## src/rtl/ula_sequenciador.sv

```systemverilog
// Sequencing controller for the ULA datapath: single-cycle ops, iterative MUL and DIV,
// with registered result/flags. Optional `resto` output is enabled by macro ULA_RESTO_EN.
module ula_sequenciador #(
    parameter int LARGURA = 8
) (
    input  logic               clk,
    input  logic               rst_n,
    input  logic               start,
    input  logic [2:0]         op,
    input  logic [LARGURA-1:0] A,
    input  logic [LARGURA-1:0] B,
    input  logic               Cin,
    output logic               busy,
    output logic               done,
    output logic [LARGURA-1:0] result,
    output logic               overflow,
    output logic               zero
`ifdef ULA_RESTO_EN
    ,
    output logic [LARGURA-1:0] resto
`endif
);

    localparam int CW = $clog2(LARGURA + 1);

    localparam logic [2:0] OP_ADD = 3'b000;
    localparam logic [2:0] OP_SUB = 3'b001;
    localparam logic [2:0] OP_OR  = 3'b010;
    localparam logic [2:0] OP_AND = 3'b011;
    localparam logic [2:0] OP_XOR = 3'b100;
    localparam logic [2:0] OP_MUL = 3'b101;
    localparam logic [2:0] OP_DIV = 3'b110;
    localparam logic [2:0] OP_NOT = 3'b111;

    typedef enum logic [2:0] {
        S_IDLE,
        S_EXEC,
        S_MUL,
        S_DIV,
        S_FIM
    } estado_t;

    estado_t                r_state;
    logic [2:0]             r_op;
    logic [LARGURA-1:0]     r_a;
    logic [LARGURA-1:0]     r_b;
    logic                   r_cin;
    logic [2*LARGURA-1:0]   r_acc;
    logic [CW-1:0]          r_cnt;
    logic                   r_busy;
    logic                   r_done;
    logic [LARGURA-1:0]     r_result;
    logic                   r_overflow;
    logic                   r_zero;

    logic [LARGURA:0]       w_soma;
    logic [LARGURA:0]       w_dif;
    logic [LARGURA-1:0]     w_exec_res;
    logic                   w_exec_ov;
    logic [LARGURA:0]       w_mul_sum;
    logic [2*LARGURA-1:0]   w_mul_next;
    logic [LARGURA:0]       w_div_sh;
    logic [LARGURA:0]       w_div_dif;
    logic                   w_div_ge;
    logic [LARGURA-1:0]     w_div_rem;
    logic [2*LARGURA-1:0]   w_div_next;
    logic                   w_ultimo;

    assign w_soma = {1'b0, r_a} + {1'b0, r_b} + {{LARGURA{1'b0}}, r_cin};
    // Bit LARGURA of the 9-bit difference is the borrow (A < B + Cin).
    assign w_dif  = {1'b0, r_a} - {1'b0, r_b} - {{LARGURA{1'b0}}, r_cin};

    always_comb begin
        w_exec_res = '0;
        w_exec_ov  = 1'b0;
        case (r_op)
            OP_ADD: begin
                w_exec_res = w_soma[LARGURA-1:0];
                w_exec_ov  = w_soma[LARGURA];
            end
            OP_SUB: begin
                w_exec_res = w_dif[LARGURA-1:0];
                w_exec_ov  = w_dif[LARGURA];
            end
            OP_OR:  w_exec_res = r_a | r_b;
            OP_AND: w_exec_res = r_a & r_b;
            OP_XOR: w_exec_res = r_a ^ r_b;
            OP_DIV: begin
                w_exec_res = '1;
                w_exec_ov  = 1'b1;
            end
            OP_NOT: w_exec_res = ~r_a;
            default: w_exec_res = '0;
        endcase
    end

    // Shift-add: accumulator holds {partial product, remaining multiplier bits}.
    assign w_mul_sum  = {1'b0, r_acc[2*LARGURA-1:LARGURA]} + (r_acc[0] ? {1'b0, r_a} : '0);
    assign w_mul_next = {w_mul_sum, r_acc[LARGURA-1:1]};

    // Restoring division: accumulator holds {remainder, dividend/quotient}. The remainder
    // stays below B, so the shifted value is under 2B and the sign of the trial subtraction
    // alone decides the quotient bit.
    assign w_div_sh   = {r_acc[2*LARGURA-1:LARGURA], r_acc[LARGURA-1]};
    assign w_div_dif  = w_div_sh - {1'b0, r_b};
    assign w_div_ge   = ~w_div_dif[LARGURA];
    assign w_div_rem  = w_div_ge ? w_div_dif[LARGURA-1:0] : w_div_sh[LARGURA-1:0];
    assign w_div_next = {w_div_rem, r_acc[LARGURA-2:0], w_div_ge};

    assign w_ultimo = (r_cnt == CW'(LARGURA - 1));

`ifdef ULA_RESTO_EN
    logic [LARGURA-1:0] r_resto;
    logic [LARGURA-1:0] w_exec_resto;

    assign w_exec_resto = (r_op == OP_DIV) ? r_a : '0;
    assign resto        = r_resto;
`endif

    always_ff @(posedge clk or negedge rst_n) begin
        if (!rst_n) begin
            r_state    <= S_IDLE;
            r_op       <= '0;
            r_a        <= '0;
            r_b        <= '0;
            r_cin      <= 1'b0;
            r_acc      <= '0;
            r_cnt      <= '0;
            r_busy     <= 1'b0;
            r_done     <= 1'b0;
            r_result   <= '0;
            r_overflow <= 1'b0;
            r_zero     <= 1'b0;
`ifdef ULA_RESTO_EN
            r_resto    <= '0;
`endif
        end else begin
            r_done <= 1'b0;
            case (r_state)
                S_IDLE: begin
                    if (start) begin
                        r_op   <= op;
                        r_a    <= A;
                        r_b    <= B;
                        r_cin  <= Cin;
                        r_cnt  <= '0;
                        r_busy <= 1'b1;
                        r_acc  <= (op == OP_MUL) ? {{LARGURA{1'b0}}, B} : {{LARGURA{1'b0}}, A};
                        if (op == OP_MUL)
                            r_state <= S_MUL;
                        else if (op == OP_DIV && B != '0)
                            r_state <= S_DIV;
                        else
                            r_state <= S_EXEC;
                    end
                end
                S_EXEC: begin
                    r_result   <= w_exec_res;
                    r_overflow <= w_exec_ov;
                    r_zero     <= (w_exec_res == '0);
`ifdef ULA_RESTO_EN
                    r_resto    <= w_exec_resto;
`endif
                    r_done     <= 1'b1;
                    r_state    <= S_FIM;
                end
                S_MUL: begin
                    r_acc <= w_mul_next;
                    r_cnt <= r_cnt + 1'b1;
                    if (w_ultimo) begin
                        r_result   <= w_mul_next[LARGURA-1:0];
                        r_overflow <= (w_mul_next[2*LARGURA-1:LARGURA] != '0);
                        r_zero     <= (w_mul_next[LARGURA-1:0] == '0);
`ifdef ULA_RESTO_EN
                        r_resto    <= w_mul_next[2*LARGURA-1:LARGURA];
`endif
                        r_done     <= 1'b1;
                        r_state    <= S_FIM;
                    end
                end
                S_DIV: begin
                    r_acc <= w_div_next;
                    r_cnt <= r_cnt + 1'b1;
                    if (w_ultimo) begin
                        r_result   <= w_div_next[LARGURA-1:0];
                        r_overflow <= 1'b0;
                        r_zero     <= (w_div_next[LARGURA-1:0] == '0);
`ifdef ULA_RESTO_EN
                        r_resto    <= w_div_next[2*LARGURA-1:LARGURA];
`endif
                        r_done     <= 1'b1;
                        r_state    <= S_FIM;
                    end
                end
                S_FIM: begin
                    r_busy  <= 1'b0;
                    r_state <= S_IDLE;
                end
                default: begin
                    r_busy  <= 1'b0;
                    r_state <= S_IDLE;
                end
            endcase
        end
    end

    assign busy     = r_busy;
    assign done     = r_done;
    assign result   = r_result;
    assign overflow = r_overflow;
    assign zero     = r_zero;

endmodule

```

## config.mk

```make
export PLATFORM = sky130hd
export DESIGN_NAME = ula_sequenciador
export DESIGN_NICKNAME = d
export VERILOG_FILES = /design/src/rtl/ula_sequenciador.sv
export SDC_FILE = /design/constraint.sdc
export NUM_CORES = 1
export LEC_CHECK = 0
export CORE_ASPECT_RATIO = 0.8
export CORE_MARGIN = 1
export CORE_UTILIZATION = 30
export CTS_CLUSTER_DIAMETER = 200
export CTS_CLUSTER_SIZE = 28
export DETAILED_ROUTE_END_ITERATION = 8
export GPL_TIMING_DRIVEN = 0
export PLACE_DENSITY_LB_ADDON = 0.08
export SKIP_CTS_REPAIR_TIMING = 1
export SYNTH_ARGS = -nofsm -noshare
export SYNTH_HDL_FRONTEND = slang
export SYNTH_SLANG_ARGS = --single-unit
```

## constraint.sdc

```tcl
create_clock -name clk -period 2.8 [get_ports clk]
set_clock_uncertainty 0.2 [all_clocks]
set_input_delay 0.28 -clock clk [delete_from_list [all_inputs] [get_ports clk]]
set_output_delay 0.28 -clock clk [all_outputs]
set_load 0.02 [all_outputs]
```

# After elaboration in Yosys (flattened, before gate mapping)
# Index checks and enable logic that the tools add are counted.
[word_totals] reg_bits=55 out_inout_bits=12 word_cells=87 input_bits=23
[op_classes] addsub=7 eq_ne=16 n_reduce_logical=19 muxes=27 bitwise_logic=6
[op_table] op="$pmux 8 s7" count=1
[op_table] op="$pmux 16 s3" count=1
[op_table] op="$mux 8" count=5
[op_table] op="$logic_not 8->1" count=3
[op_table] op="$pmux 8 s3" count=1
[op_table] op="$add 8x8->9" count=2
[op_table] op="$mux 16" count=1
[op_table] op="$reduce_bool 8->1" count=2
[op_table] op="$eq 3x3->1 const B" count=5
[op_table] op="$eq 3x2->1 const B" count=4
[op_table] op="$reduce_and 2->1" count=5
[op_table] op="$add 9x1->9" count=1
[op_table] op="$pmux 1 s3" count=3
[op_table] op="$pmux 3 s3" count=1
[op_table] op="$sub 8x8->9" count=1
[op_table] op="$sub 9x1->9" count=1
[op_table] op="$sub 9x8->9" count=1
[op_table] op="$and 8x8->8" count=1
[op_table] op="$not 8->8" count=1
[op_table] op="$or 8x8->8" count=1
[op_table] op="$pmux 4 s2" count=1
[op_table] op="$xor 8x8->8" count=1
[op_table] op="$eq 3x1->1 const B" count=2
[op_table] op="$logic_not 3->1" count=2
[op_table] op="other kinds (16)" count=28

# Logic depth before layout (Yosys ltp)
# Gate-level depths: netlist of run 1.
[depth] word_depth=6 ltp_mapped=12 ltp_nobuf=11

# Least setup slack after synthesis of run 1
# No wires, ideal clock.
[synth_timing] kind="reg-to-reg" from="register r_acc[0]" to="register r_overflow, in the netlist overflow" required_ns=2.464 period_less_slack_ns=2.996 setup_ns=0.136 path_buffers=1 path_stages_with_launch=12 slack_ns=-0.196 arrival_ns=2.661 path_cell_list="dfrtp_1 > clkbuf_1 > and2_1 > ha_1 > fa_1 > a211oi_1 > nor2_1 > and2_1 > or4_1 > o311a_1 > o41ai_1 > a31oi_1"
[synth_via] elab_chain_len=5
[synth_rtl] item="start: declaration" line_no="48" source="logic [2*LARGURA-1:0] r_acc;"
[synth_rtl] item="start signal: assignment" line_no="148" source="r_acc <= (op == OP_MUL) ? {{LARGURA{1'b0}}, B} : {{LARGURA{1'b0}}, A};"
[synth_rtl] item="start signal: assignment" line_no="168" source="r_acc <= w_mul_next;"
[synth_rtl] item="start signal: assignment" line_no="182" source="r_acc <= w_div_next;"
[synth_rtl] item="$mux 8" line_no="98" source="assign w_mul_sum = {1'b0, r_acc[2*LARGURA-1:LARGURA]} + (r_acc[0] ? {1'b0, r_a} : '0);"
[synth_rtl] item="$add 8x8->9" line_no="98"
[synth_rtl] item="$reduce_bool 8->1" line_no="172" source="r_overflow <= (w_mul_next[2*LARGURA-1:LARGURA] != '0);"
[synth_rtl] item="$mux 1" line_no="170" source="if (w_ultimo) begin"
[synth_rtl] item="$pmux 1 s3" line_no="139" source="case (r_state)"
[synth_rtl] item="end signal: assignment" line_no="159" source="r_overflow <= w_exec_ov;"
[synth_rtl] item="end signal: assignment" line_no="172"
[synth_rtl] item="end: declaration" line_no="53" source="logic r_overflow;"
# No other way between the ends. The select of a mux whose other input is x is not followed.
# A chain may end at the register's enable or synchronous reset.

# Worst setup path after layout of run 1
[layout_timing] from="register r_a[0]" to="register r_zero, in the netlist zero"
[layout_via] elab_chain_len=5 word_cells_on_any_way=15 cone_classes="5 x add/sub; 4 x mux; 4 x bitwise; 2 x reduce/logical"
[layout_rtl] item="start: declaration" line_no="45" source="logic [LARGURA-1:0] r_a;"
[layout_rtl] item="start signal: assignment" line_no="124" source="r_a <= '0;"
[layout_rtl] item="start signal: assignment" line_no="143" source="r_a <= A;"
[layout_rtl] item="$sub 8x8->9, or another cell as far along" line_no="71" source="assign w_dif = {1'b0, r_a} - {1'b0, r_b} - {{LARGURA{1'b0}}, r_cin};"
[layout_rtl] item="$sub 9x1->9, or another cell as far along" line_no="71"
[layout_rtl] item="$pmux 8 s7 or $logic_not 8->1 (tied branches)" line_no="76, 173"
[layout_rtl] item="$logic_not 8->1 or $mux 1 (tied branches)" line_no="160, 170"
[layout_rtl] item="$pmux 1 s3 (*)" line_no="139"
[layout_rtl] item="end signal: assignment" line_no="160" source="r_zero <= (w_exec_res == '0);"
[layout_rtl] item="end signal: assignment" line_no="173" source="r_zero <= (w_mul_next[LARGURA-1:0] == '0);"
[layout_rtl] item="end signal: assignment" line_no="187" source="r_zero <= (w_div_next[LARGURA-1:0] == '0);"
[layout_rtl] item="end: declaration" line_no="54" source="logic r_zero;"
# Every way passes the cells marked *; elsewhere a longest branch is shown, timed or not. The select of a mux whose other input is x is not followed.

==> results.yml, run 1 <==
sta:
  fin_crit_sh_pct: 111
  drv_slew: 0
  hold-worst-slack_ns: 0.290
  worst_pin_slew_ns: 0.815
  hold_viol: 0
  setup_slack_ns: -0.318
  setup_violations: 7
  finalSetupTns_ns: -1.39
  fmax_mhz: 321
  maxSlewHeadroom_pct: 45.5
  rsz0062_at_grt: "true"
  layout_min_cycle_time_ns: 3.12
layout:
  layout_common_cells: "67 x nand2_1, 51 x dfrtp_1, 48 x o21ai_0"
  areaGrowthSynthToFinish_pct: 28.1
  nets: 698
  multiInputGateArea_mm2: 0.00325
  seqCellArea_mm2: 0.00138
  final_common_cell: "nand2_1"
  antenna_cells: 0
  layout-drive-gt1-share_pct: 16.9
  nFillCells: 1535
hold_path:
  hold_path_class: "in2async"
critical_path:
  crit_path_start_kind: "flip-flop"
  cp.required_ns: 2.84
  crit_path_end_kind: "flip-flop"
  crit_fanout: 4
  reg2reg_slack_ns: -0.32
  reg2reg_to: "zero"
  r2r-start: "r_a[0]"
  crit_arrival_ns: 3.15
  reg2regPathDepth: 11
  crit_type: "reg2reg"
clock_network:
  cts_root_buf: "clkbuf_16"
  clock_path_buffers: 2
  clkSinkCount: 55
  cts_buffers: 5
  cts-htree-levels: 2
  worstSkewPairLatency_ns: 0.31
  clkTransAtPathRegs_ns: 0.08
  cts_tree: "built"
yosys:
  synth_warnings: 0
  ys_ff_latch: 55
  synth_xor_area_share_pct: 4.54
  synth-simple-area-share_pct: 17.9
  syn_area_mm2: 0.00463
  ys_async_sr_fraction_pct: 100
  synthCells: 548
  yosysUniqueCellTypes: 59
  synth_top_family_by_area: "compound AO/OA/AOI/OAI gates"
  yosys_most_used_dff: "dfrtp_1"
  syn_area_per_cell_um2: 8.45
  yosysSeqAreaShare_pct: 29.7
  muxShareOfSynthArea_pct: 5.08
  syn_nets: 624
  synthAdderAreaFrac_pct: 15.3
  synth_compound_area_share_pct: 22.6
  synth_enable_flop_cells: 0
global_route:
  grt_pass1_vias: 4190
  grt_antenna_before_repair: 0
  grt_pass1_wl_um: 24100
  grt.total_usage_pct: 20.1
  grt_max_degree: 38
  grt_overflow: 0
floorplan:
  num_rows: 40
  core-area_mm2: 0.0151
  die_h_um: 113
  pin_count: 35
  chipWidth_um: 141
  initial_core_util_pct: 30.8
  die_area_mm2: 0.0159
route:
  avgViaCountPerCell: 5.23
  drtIter0Drc: 281
  drc: 0
  drtPass1Iterations: 5
  drt-wirelength-per-cell_um: 19.0
  routed_wl_um: 15900
  postRouteAntennaNets: 0
  num_vias: 4357
placed_design:
  portBuffers: 34
  hpwl_um: 12600
  gp_congestion: 0.957
run_status:
  status: "finished, violations left"
  failed_checks: "setup timing"
flow_run:
  cap_viol_max_count: 0
-- area by class of cell --
class	instances	area share (%)
Buffer	24	1.85
Clock buffer	6	2.34
Clock inverter	2	0.295
Inverter	34	2.21
Multi-Input combinational cell	435	54.8
Sequential cell	55	23.3
Tap cell	210	4.43
Timing Repair Buffer	67	10.8
-- worst max-delay path, stage by stage, from the launching register on --
cell and delay, ns:
dfrtp_2 0.46, fa_2 0.42, inv_2 0.06, fa_2 0.24, nand2b_4 0.08, a2111oi_4 0.41, nor3_2 0.08, xor2_1 0.18
a2111oi_4 0.43, buf_4 0.18, nand4_1 0.12, o21ai_1 0.17
-- per-stage QoR --
step | setup WS, ns | util [%] | area (um2) | cells
2_1_floorplan | -0.0499 | - | 4670 | 548
3_3_place_gp | -0.961 | 35.0 | 5270 | 792
3_5_place_dp | -0.487 | 35.1 | 5290 | 793
4_1_cts | -0.532 | 36.1 | 5450 | 801
5_1_grt | -0.436 | 39.4 | 5940 | 833
6_report | -0.318 | 39.4 | 5940 | 833
-- logic make-up (layout without fill, tap and decap cells) --
| family | Yosys count | after routing |
|---|---|---|
| buf+inv | 58 | 133 |
| flops | 55 | 55 |
| xor+xnor | 24 | 24 |
| compound gates | 159 | 159 |
| simple gates | 176 | 176 |
| fa+ha+maj | 53 | 53 |
| mux | 23 | 23 |
-- sequential cells by signal, indices dropped and copies added (netlist names) --
signal	cells
zero	1
result	8
r_cin	1
r_cnt	4
overflow	1
r_a	8
r_b	8
done	1
r_acc	16
busy	1
r_state	3
r_op	3
-- worst max-delay path by stage --
stage                  start   endpoint  slack [ns]  cells past startpoint
finish                r_a[0]       zero       -0.32                     11
global route          r_a[0]       zero       -0.44                     11
CTS                   r_b[0]  result[6]       -0.53                     11
detailed placement    r_b[0]  result[6]       -0.49                     11
global placement       rst_n     r_a[0]       -0.96                      1
floorplan           r_acc[0]   overflow       -0.05                     11
-- cell usage after synthesis (3+ instances only) --
cell       n  area, um2
a211oi_1   7       52.6
a21o_1     5       37.5
a21oi_1   30        150
a22oi_1    5       37.5
a31oi_1    9       56.3
and2_1    14       87.6
and3_1     4       25.0
clkbuf_1  20       75.1
dfrtp_1   55       1380
fa_1       6        120
ha_1      47        588
inv_1     33        124
mux2i_1   22        220
nand2_1   67        251
nand2b_1   4       25.0
nand3_1    4       20.0
nand4_1    3       18.8
nor2_1    41        154
nor2b_1    7       43.8
nor3_1    14       70.1
nor4_1     4       25.0
o21a_1     5       37.5
o21ai_0   51        255
o21ai_1    5       25.0
o221ai_1   5       43.8
o22a_1     3       26.3
o31a_1     3       26.3
o31ai_1    6       45.0
o41ai_1    4       35.0
or2_2      3       18.8
xnor2_1   10       87.6
xor2_1    14        123
-- per-layer routing --
metal  part of all wire, %  global-route usage [%]  vias up  wire [um]
met2                    44                    30.1      112       6930
met5                     0                       0        -          0
met3                   4.0                    3.17       14        628
met1                    51                    30.1     2140       8120
met4                   1.1                    4.57        0        172
li1                      -                       -     2091          -
Power of run 1 is left out: the tool's default activity adds up to more than one toggle a clock period on the data nets, which glitch-free logic cannot reach.
==> inputs of run 2 (changes only) <==
--- a/config.mk
+++ b/config.mk
@@ -11,7 +11,6 @@
 export CTS_CLUSTER_DIAMETER = 200
 export CTS_CLUSTER_SIZE = 28
 export DETAILED_ROUTE_END_ITERATION = 8
-export GPL_TIMING_DRIVEN = 0
 export PLACE_DENSITY_LB_ADDON = 0.08
 export SKIP_CTS_REPAIR_TIMING = 1
 export SYNTH_ARGS = -nofsm -noshare
==> constraint.sdc (replaced) <==
create_clock -name clk -period 3.57 [get_ports clk]
set_clock_uncertainty 0.2 [all_clocks]
set_input_delay 0.357 -clock clk [delete_from_list [all_inputs] [get_ports clk]]
set_output_delay 0.357 -clock clk [all_outputs]
set_load 0.02 [all_outputs]
==> results.yml, run 2 (synthesis gave the netlist of run 1 again) <==
run_status:
  status: "completed"
hold_path:
  min_to: "result[5]"
  hold_start: "result[5]"
  hold_path_class: "reg2reg"
  holdPathStages: 1
layout:
  layout_common_cells: "67 x nand2_1, 55 x dfrtp_1, 51 x o21ai_0"
  nets: 656
  layout-drive-gt1-share_pct: 6.02
  largest-register: "r_acc"
  antenna_cells: 0
  areaGrowthSynthToFinish_pct: 17.1
  nFillCells: 1593
  final_common_cell: "nand2_1"
  fin_area_mm2: 0.00542
  largest_reg_flops: 16
placed_design:
  gp_congestion: 0.854
  portBuffers: 34
  hpwl_um: 11800
  postPlaceCellArea_mm2: 0.00524
critical_path:
  crit_fanout: 4
  reg2reg_to: "result[6]"
  setup.worst_path.start: "r_b[0]"
  cp.required_ns: 3.56
  crit_arrival_ns: 3.27
  r2r-start: "r_b[0]"
  reg2regPathDepth: 11
  crit_path_end_kind: "flip-flop"
  reg2reg_slack_ns: 0.30
  crit_type: "reg2reg"
  crit_path_start_kind: "flip-flop"
clock_network:
  cts_buffers: 5
  worstSkewPairLatency_ns: 0.31
  cts_root_buf: "clkbuf_16"
  clkTransAtPathRegs_ns: 0.08
  cts_tree: "built"
  clkSinkCount: 55
  cts-htree-levels: 2
  clock_path_buffers: 2
floorplan:
  pin_count: 35
  die_h_um: 113
  initial_core_util_pct: 30.8
  core-area_mm2: 0.0151
  die_area_mm2: 0.0159
  num_rows: 40
  chipWidth_um: 141
sta:
  fmax_mhz: 306
  drv_slew: 0
  hold_viol: 0
  fin_crit_sh_pct: 91.6
  worst_pin_slew_ns: 0.797
  rsz0062_at_grt: "false"
  finalSetupTns_ns: 0
  setup_violations: 0
  layout_min_cycle_time_ns: 3.27
  maxSlewHeadroom_pct: 46.4
flow_run:
  cap_viol_max_count: 0
global_route:
  grt_max_degree: 43
  grt_overflow: 0
  grt_antenna_before_repair: 0
  grt_pass1_vias: 4036
  grt.total_usage_pct: 19.9
  grt_pass1_wl_um: 23700
route:
  drtPass1Iterations: 4
  drtIter0Drc: 311
  avgViaCountPerCell: 5.25
  routed_wl_um: 14800
  postRouteAntennaNets: 0
  drt-wirelength-per-cell_um: 18.7
  drc: 0
  num_vias: 4151
==> run 2: critical path, cell delays in order (launching register included) <==
cell       delay, ns
dfrtp_1         0.43
inv_1           0.12
fa_1            0.46
inv_1           0.09
fa_1            0.28
nand2b_4        0.08
a2111oi_4       0.40
nor3_2          0.09
xor2_1          0.18
a2111oi_4       0.44
o21bai_1        0.10
mux2_4          0.26
==> run 2: worst max-delay path by stage <==
stage | slack, ns | end
4_1_cts | 0.28 | result[6]
3_3_place_gp | 0.41 | result[6]
2_1_floorplan | 0.57 | overflow
5_1_grt | 0.14 | result[6]
6_report | 0.30 | result[6]
3_5_place_dp | 0.33 | result[6]
==> run 2: layer usage <==
metal | up-vias | routed length, um | track usage [%]
met5 | - | 0 | 0
met4 | 0 | 476 | 8.19
met3 | 24 | 570 | 3.22
met2 | 93 | 6300 | 29.2
met1 | 2016 | 7480 | 28.8
li1 | 2018 | - | -
==> run 2: stage by stage <==
step | utilization (%) | setup WS, ns | hold WS [ns] | std cells
floorplan | - | 0.574 | -0.139 | 548
CTS | 35.9 | 0.283 | -0.0947 | 790
detailed placement | 34.8 | 0.330 | 0.241 | 782
global route | 36.0 | 0.137 | 0.341 | 791
finish | 36.0 | 0.299 | 0.292 | 791
global placement | 34.8 | 0.413 | 0.235 | 782
==> run 2: final cells by class <==
cell class	count	area, um2	share of cell area, %
clock buffers	5	125	2.31
clock inverters	3	50.0	0.923
inverters	34	128	2.35
multi-input cells	435	3030	55.9
flip-flops and latches	55	1380	25.4
well taps	210	263	4.84
repair buffers	49	450	8.30
Power of run 2 is left out for the same reason.
